<file path="src/rtl/mem_port_arbiter.sv">
// mem_port_arbiter: shares one memory backend port between the fetch requester
// and the load/store requester. Each granted request is registered onto the
// backend port and held there until the backend acknowledges it. The requester
// then gets a one-cycle acknowledge together with the captured read data.
// Ties are broken round-robin. A watchdog aborts a backend access that is never
// acknowledged and raises a sticky error flag.
module mem_port_arbiter #(
    parameter int ADDR_W  = 32,
    parameter int DATA_W  = 32,
    parameter int TIMEOUT = 255
) (
    input  logic                clk,
    input  logic                rstn,
    // fetch requester
    input  logic                i_req,
    input  logic [ADDR_W-1:0]   i_addr,
    output logic                i_ack,
    output logic [DATA_W-1:0]   i_rdata,
    // load/store requester
    input  logic                d_req,
    input  logic                d_we,
    input  logic [DATA_W/8-1:0] d_wstrb,
    input  logic [ADDR_W-1:0]   d_addr,
    input  logic [DATA_W-1:0]   d_wdata,
    output logic                d_ack,
    output logic [DATA_W-1:0]   d_rdata,
    // memory backend
    output logic                mem_req,
    output logic                mem_we,
    output logic [DATA_W/8-1:0] mem_wstrb,
    output logic [ADDR_W-1:0]   mem_addr,
    output logic [DATA_W-1:0]   mem_wdata,
    input  logic [DATA_W-1:0]   mem_rdata,
    input  logic                mem_ack,
    // status
    output logic                err
);

    localparam int STRB_W = DATA_W / 8;
    localparam int CNT_W  = (TIMEOUT < 1) ? 1 : $clog2(TIMEOUT + 1);
    // Counter value in the last BUSY cycle the backend is allowed to answer in.
    localparam logic [CNT_W-1:0] CNT_LAST = CNT_W'(TIMEOUT - 1);

    typedef enum logic [1:0] {
        IDLE   = 2'd0,
        BUSY_I = 2'd1,
        BUSY_D = 2'd2,
        RESP   = 2'd3
    } state_t;

    state_t              state_reg, state_next;
    logic [CNT_W-1:0]    wait_cnt_reg, wait_cnt_next;
    logic                last_d_reg, last_d_next;

    logic                mem_req_reg, mem_req_next;
    logic                mem_we_reg, mem_we_next;
    logic [STRB_W-1:0]   mem_wstrb_reg, mem_wstrb_next;
    logic [ADDR_W-1:0]   mem_addr_reg, mem_addr_next;
    logic [DATA_W-1:0]   mem_wdata_reg, mem_wdata_next;

    logic                i_ack_reg, i_ack_next;
    logic                d_ack_reg, d_ack_next;
    logic [DATA_W-1:0]   i_rdata_reg, i_rdata_next;
    logic [DATA_W-1:0]   d_rdata_reg, d_rdata_next;
    logic                err_reg, err_next;

    logic                grant_d;
    logic                grant_i;
    logic [STRB_W-1:0]   grant_wstrb;

    // Data wins a tie only if the previous grant went to fetch.
    assign grant_d = d_req & (~i_req | ~last_d_reg);
    assign grant_i = i_req & ~grant_d;

    // Byte enables only reach the backend for stores; loads present all zeros.
    genvar gi;
    generate
        for (gi = 0; gi < STRB_W; gi++) begin : g_wstrb
            assign grant_wstrb[gi] = d_we & d_wstrb[gi];
        end
    endgenerate

    // Next-state and next-output logic for the arbitration FSM.
    always_comb begin
        state_next     = state_reg;
        wait_cnt_next  = wait_cnt_reg;
        last_d_next    = last_d_reg;
        mem_req_next   = mem_req_reg;
        mem_we_next    = mem_we_reg;
        mem_wstrb_next = mem_wstrb_reg;
        mem_addr_next  = mem_addr_reg;
        mem_wdata_next = mem_wdata_reg;
        i_ack_next     = 1'b0;
        d_ack_next     = 1'b0;
        i_rdata_next   = i_rdata_reg;
        d_rdata_next   = d_rdata_reg;
        err_next       = err_reg;

        unique case (state_reg)
            IDLE: begin
                if (grant_d) begin
                    state_next     = BUSY_D;
                    last_d_next    = 1'b1;
                    wait_cnt_next  = '0;
                    mem_req_next   = 1'b1;
                    mem_we_next    = d_we;
                    mem_wstrb_next = grant_wstrb;
                    mem_addr_next  = d_addr;
                    mem_wdata_next = d_wdata;
                end else if (grant_i) begin
                    state_next     = BUSY_I;
                    last_d_next    = 1'b0;
                    wait_cnt_next  = '0;
                    mem_req_next   = 1'b1;
                    mem_we_next    = 1'b0;
                    mem_wstrb_next = '0;
                    mem_addr_next  = i_addr;
                    mem_wdata_next = '0;
                end
            end

            BUSY_I, BUSY_D: begin
                if (mem_ack) begin
                    state_next   = RESP;
                    mem_req_next = 1'b0;
                    if (state_reg == BUSY_I) begin
                        i_ack_next   = 1'b1;
                        i_rdata_next = mem_rdata;
                    end else begin
                        d_ack_next = 1'b1;
                        if (!mem_we_reg) begin
                            d_rdata_next = mem_rdata;
                        end
                    end
                end else if (wait_cnt_reg == CNT_LAST) begin
                    // Abort: the requester sees an ordinary completion with zero data.
                    state_next   = RESP;
                    mem_req_next = 1'b0;
                    err_next     = 1'b1;
                    if (state_reg == BUSY_I) begin
                        i_ack_next   = 1'b1;
                        i_rdata_next = '0;
                    end else begin
                        d_ack_next = 1'b1;
                        if (!mem_we_reg) begin
                            d_rdata_next = '0;
                        end
                    end
                end else begin
                    wait_cnt_next = wait_cnt_reg + CNT_W'(1);
                end
            end

            RESP: begin
                // The ack pulse is live during this cycle. Requests are looked at again from IDLE.
                state_next = IDLE;
            end

            default: begin
                state_next = IDLE;
            end
        endcase
    end

    // FSM state register.
    always_ff @(posedge clk) begin
        if (!rstn) begin
            state_reg <= IDLE;
        end else begin
            state_reg <= state_next;
        end
    end

    // Registered backend port, requester responses, and bookkeeping.
    always_ff @(posedge clk) begin
        if (!rstn) begin
            wait_cnt_reg  <= '0;
            last_d_reg    <= 1'b0;
            mem_req_reg   <= 1'b0;
            mem_we_reg    <= 1'b0;
            mem_wstrb_reg <= '0;
            mem_addr_reg  <= '0;
            mem_wdata_reg <= '0;
            i_ack_reg     <= 1'b0;
            d_ack_reg     <= 1'b0;
            i_rdata_reg   <= '0;
            d_rdata_reg   <= '0;
            err_reg       <= 1'b0;
        end else begin
            wait_cnt_reg  <= wait_cnt_next;
            last_d_reg    <= last_d_next;
            mem_req_reg   <= mem_req_next;
            mem_we_reg    <= mem_we_next;
            mem_wstrb_reg <= mem_wstrb_next;
            mem_addr_reg  <= mem_addr_next;
            mem_wdata_reg <= mem_wdata_next;
            i_ack_reg     <= i_ack_next;
            d_ack_reg     <= d_ack_next;
            i_rdata_reg   <= i_rdata_next;
            d_rdata_reg   <= d_rdata_next;
            err_reg       <= err_next;
        end
    end

    assign mem_req   = mem_req_reg;
    assign mem_we    = mem_we_reg;
    assign mem_wstrb = mem_wstrb_reg;
    assign mem_addr  = mem_addr_reg;
    assign mem_wdata = mem_wdata_reg;
    assign i_ack     = i_ack_reg;
    assign i_rdata   = i_rdata_reg;
    assign d_ack     = d_ack_reg;
    assign d_rdata   = d_rdata_reg;
    assign err       = err_reg;

endmodule

</file>
<file path="config.mk">
export PLATFORM = sky130hd
export DESIGN_NAME = mem_port_arbiter
export DESIGN_NICKNAME = d
export VERILOG_FILES = /design/src/rtl/mem_port_arbiter.sv
export SDC_FILE = /design/constraint.sdc
export NUM_CORES = 1
export LEC_CHECK = 0
export ABC_AREA = 1
export CAP_MARGIN = 10
export CORE_MARGIN = 4
export CORE_UTILIZATION = 42
export DETAILED_ROUTE_END_ITERATION = 7
export GPL_TIMING_DRIVEN = 0
export PLACE_DENSITY = 0.9
export REMOVE_ABC_BUFFERS = 1
export SLEW_MARGIN = 5
export SYNTH_ARGS = -nofsm -noshare
export SYNTH_HDL_FRONTEND = slang
export SYNTH_SLANG_ARGS = --single-unit
export TNS_END_PERCENT = 50
</file>
<file path="constraint.sdc">
create_clock -name clk -period 2.15 [get_ports clk]
set_input_delay 0.215 -clock clk [delete_from_list [all_inputs] [get_ports clk]]
set_output_delay 0.215 -clock clk [all_outputs]
set_load 0.05 [all_outputs]
</file>
; ---- Word level (Yosys, flattened, before mapping)
; Index checks and enable logic that the tools add are counted.
[word_totals]
in_bits = 138
elab_cells = 88
out_inout_bits = 137
regBits = 148
[op_classes]
eq_ne = 8
reduce_logical = 13
n_bitwise = 13
n_addsub = 1
muxes = 40
[ops]
columns = op, n
row1 = $mux W32, 14
row2 = $mux W8, 4
row3 = $pmux W8 S2, 1
row4 = $mux W1, 13
row5 = $reduce_and A3 Y1, 3
row6 = $add A8 B1 Y8 const B, 1
row7 = $eq A8 B8 Y1 const B, 1
row8 = $mux W2, 4
row9 = $mux W4, 2
row10 = $reduce_and A4 Y1, 2
row11 = $and A1 B1 Y1, 6
row12 = $ne A3 B3 Y1 const B, 2
row13 = $not A1 Y1, 6
row14 = $pmux W2 S3, 1
row15 = $reduce_and A2 Y1, 3
row16 = $reduce_bool A2 Y1, 3
row17 = $eq A2 B2 Y1 const B, 2
row18 = $ne A2 B2 Y1 const B, 2
row19 = $eq A2 B1 Y1 const B, 1
row20 = $logic_not A2 Y1, 1
row21 = $pmux W1 S2, 1
row22 = $reduce_or A2 Y1, 1
row23 = $or A1 B1 Y1, 1

; ---- Longest topological paths before layout
[logic_depth]
depth_word = 8
depth_mapped = 12
depth_no_buf = 12

; ---- Least setup slack after synthesis
; Ideal clock, no wire load.
[synth_timing]
path_type = register -> register
startpoint = reg state_reg[0]
endpoint = reg wait_cnt_reg[7]
slack_ps = 565
setup_ps = 115
path_stages_with_launch = 10
arrival_time_ps = 1470
n_path_buf = 0
period_less_slack_ps = 1585
required_ps = 2035
cell_sequence = dfxtp_1 -> inv_1 -> ha_1 -> inv_2 -> or2_2 -> nand2_2 -> nand2_4 -> nand2_2 -> nand2_1 -> and2_1
[synth_between]
elab_chain_len = 4
word_cells_on_any_way = 10
classes_between = 5 x eq/ne / 1 x mux / 4 x reduce/logical
[synth_rtl]
columns = element, line_no
row1 = from (decl), 51  ; state_t state_reg, state_next;
row2 = from (signal assigned), 170  ; state_reg <= state_next;
row3 = $eq A2 B1 Y1 or $eq A2 B2 Y1 (tied branches), 99  ; unique case (state_reg)
row4 = $reduce_or A2 Y1, 99
row5 = $ne A2 B2 Y1 (no source line) or $reduce_bool A2 Y1 (tied branches), --
row6 = $reduce_and A4 Y1 (no source line), --
row7 = to (signal assigned), 190  ; wait_cnt_reg <= wait_cnt_next;
row8 = to (decl), 52  ; logic [CNT_W-1:0] wait_cnt_reg, wait_cnt_next;
; Several ways; a longest one is shown, not always the timed one.
; A chain may end at the register's enable or synchronous reset.

; ---- Final worst setup path
; Ends and elaborated chain as after synthesis.

==> summary.md <==
| Metric | Value |
|---|---|
| H-tree Lvls | 4 |
| Final Hold Fails | 0 |
| Async SR Flop Fraction | 0% |
| Grt ovf | 0 |
| Worst vdd ir | 0.000842 V |
| DR iter-0 viols | 411 |
| CP peak stage delay | 0.45 ns |
| Least-Margin Pin Slew | 0.902 ns |
| Post-layout min period | 2.04 ns |
| CTS tree | yes |
| Cells after synthesis | 824 |
| IO Count | 275 |
| Fin nets | 1,207 |
| Die W | 128 um |
| Post-Syn Area per Cell | 7.38 sq um |
| FF/Latch Area | 2960 sq um |
| Inst Count DP | 1,221 |
| Max-slew violations | 0 |
| Design Area, Final | 9590 sq um |
| CORE AREA | 14,000 sq um |
| Routed wire per std cell | 16.6 um |
| Worst setup SP type | register |
| RSZ-0062 raised after global routing | true |
| Req. time, crit path | 2.46 ns |
| Setup WS pre-CTS | -2.32 ns |
| Critical path's most frequent cell | nand2_2 |
| Final Hold Slack | 0.250 ns |
| Pin count of the biggest net entering global routing | 83 |
| Number of antenna violations at the first check in global routing | 0 |
| Final period utilization | 94.9% |
| Reg2reg start | state_reg[0] |
| Setup bufs post-CTS | 0 |
| Initial core utilization | 43.3% |
| Vias per cell | 5.24 |
| EDFF count, synth | 0 |
| Clock Sinks | 148 |
| Synth Warn # | 0 |
| GPL Wtd Cong | 0.846 |
| Root buffer cell | clkbuf_16 |
| Worst R2R End | wait_cnt_reg[7] |
| Setup WS post-layout | 0.109 ns |
| Worst Path Max Fanout | 16 |
| Ys flop type | dfxtp_1 |
| Share of post-route cells with drive strength above 1 | 5.84% |
| Distinct cells, synth | 28 |
| First-pass GRT wire length | 31.7 mm |
| Final TNS setup | 0 ns |
| Hold Crit Class | in -> reg |
| N_diodes | 0 |
| CP Cell Sequence | inv_1 > ha_4 > inv_2 > or2_2 > nand2_2 > nand2_4 > nand2_2 > nand2_1 > and2_1 |
| DIE HEIGHT | 128 um |
| R2R Setup Slk | 0.11 ns |
| Clock buffer depth | 2 |
| Worst reg-to-reg path cell count | 9 |
| Leak pwr | 3.71 nW |
| Max Clock Freq | 490 MHz |
| Number of port buffers | 274 |
| Crit end category | register |
| 1st-pass router iterations | 5 |
| Clock transition at the registers of the reported paths | 0.06 ns |
| Post-Route WL | 20.9 mm |
| Fillcell total | 1,103 |
| Area of placed instances | 8870 sq um |
| Post-Syn Area | 6080 sq um |
| Worst setup endpoint | wait_cnt_reg[7] |
| Synth-to-Final Area Change | 57.7% |
| GRT Overall Usage | 24.2% |
| Outcome | completed |
| Full die area | 16,500 sq um |
| Final setup fails | 0 |
| Sequential fraction of the synthesis area | 48.7% |
| Total number of vias | 6,587 |
| Std-Cell Rows | 43 |
| Max-Slew Margin vs Limit | 39.9% |
| Fin Clk Skew | 0.00588 ns |
| Critical Path AT | 2.35 ns |
| # DRC | 0 |
| Cell Pwr Density | 1460 nW/um^2 |
| Multi-input logic area | 2720 sq um |
| Num CTS Buffers | 17 |
| Final ANT Viol Nets | 0 |
| Clk_lat worst skew | 0.41 ns |
| DP Wirelength | 13.7 mm |
| Vias in the first global route | 6,382 |
| Max Cap Viol | 0 |
| Non-filler instance count after layout | 1,258 |
| Worst setup path class | reg -> reg |
| Yosys reg bits | 148 |
| Setup crit start | state_reg[0] |
| Crit path max-delay cell type | ha_4 |
repair_timing:
action / 4_1_cts / 5_1_grt
pin swaps: 1 / 0
hold buffers: 0 / 0
setup endpoints to repair: 145 / 41
resized for setup: 18 / 4
cloned: 2 / 3
metrics by stage:
stage,util (%),total power [W]
2_1_floorplan,-,0.00822
3_3_place_gp,62.3,0.0105
3_5_place_dp,63.2,0.0108
4_1_cts,67.9,0.0140
5_1_grt,68.3,0.0148
6_report,68.3,0.0140
metal layers:
| metal | wire length (um) | GRT usage, % | vias to the layer above | share of wire [%] |
|---|---|---|---|---|
| li1 | - | - | 3211 | - |
| met1 | 7730 | 26.5 | 3007 | 37 |
| met5 | 0 | 0 | - | 0 |
| met3 | 2090 | 8.63 | 51 | 10 |
| met2 | 10400 | 41.8 | 318 | 50 |
| met4 | 673 | 11.4 | 0 | 3.2 |
critical path, delay by kind of cell (launching register included):
kind          cells  cell delay [ns]
buf+inv           2             0.21
flops             1             0.36
simple gates      6             0.89
fa+ha+maj         1             0.45
Yosys cell counts, types with 3 or more instances:
cell	number	area, sq um
nand2_1	235	882
dfxtp_1	148	2960
a21oi_1	104	521
inv_1	58	218
nand3_1	46	230
nor2_1	42	158
clkbuf_1	34	128
o21ai_0	33	165
a31oi_1	32	200
nand4_1	32	200
buf_2	19	95.1
nand2_2	7	43.8
buf_4	6	45.0
o21bai_1	5	37.5
ha_1	4	50.1
buf_6	3	33.8
inv_2	3	11.3
nor3_1	3	15.0
where the power goes:
| group | leakage, nW | switching, W | total [W] | internal, W |
|---|---|---|---|---|
| clock | 0.267 | 0.00121 | 0.00286 | 0.00165 |
| combinational | 2.23 | 0.00500 | 0.00733 | 0.00233 |
| sequential | 1.21 | 0.000373 | 0.00383 | 0.00346 |
| total | 3.71 | 0.00658 | 0.0140 | 0.00744 |
cells by family after synthesis:
| logic type | count (synthesis) | share of synthesized area (%) |
|---|---|---|
| DFF | 148 | 48.7 |
| muxes | 1 | 0.165 |
| and+or+nand+nor | 370 | 26.0 |
| xor gates and xnor gates | 1 | 0.144 |
| AOI/OAI and AO/OA | 176 | 15.4 |
| buffers and inverters | 124 | 8.78 |
| adders and majority gates | 4 | 0.823 |
how the worst min path moves through the flow:
stage / start / to / cells after the start
final: rstn / d_rdata[25] / 3
after global routing: rstn / d_rdata[13] / 3
after CTS: rstn / d_rdata[13] / 3
after detailed placement: i_rdata[18] / i_rdata[18] / 2
after global placement: mem_wdata[7] / mem_wdata[7] / 2
after floorplan: rstn / err / 1
final cells by class:
type	instances	share of cell area, %
multi-input combinational	556	28.3
sequential	148	30.9
tap	180	2.35
timing repair inverter	1	0.0782
clock buffer	20	4.66
timing repair buffer	280	29.9
inverter	61	2.53
clock inverter	12	1.28
cell usage in the layout, fill, tap and decap left out, types with 3 or more instances in the layout:
master / synthesis / layout
nand4_1: 32 / 32
a21oi_1: 104 / 104
buf_16: 0 / 3
nand2_2: 7 / 5
inv_8: 0 / 3
o21bai_1: 5 / 5
nor3_1: 3 / 3
clkinvlp_4: 0 / 6
clkbuf_16: 0 / 17
o21ai_0: 33 / 33
dfxtp_1: 148 / 148
clkdlybuf4s50_1: 0 / 271
nand2_1: 235 / 234
nand3_1: 46 / 45
inv_1: 58 / 57
a31oi_1: 32 / 32
nand2_8: 0 / 3
nand4_4: 1 / 3
nor2_1: 42 / 42
No activity file was read; power rests on OpenSTA's default activity.
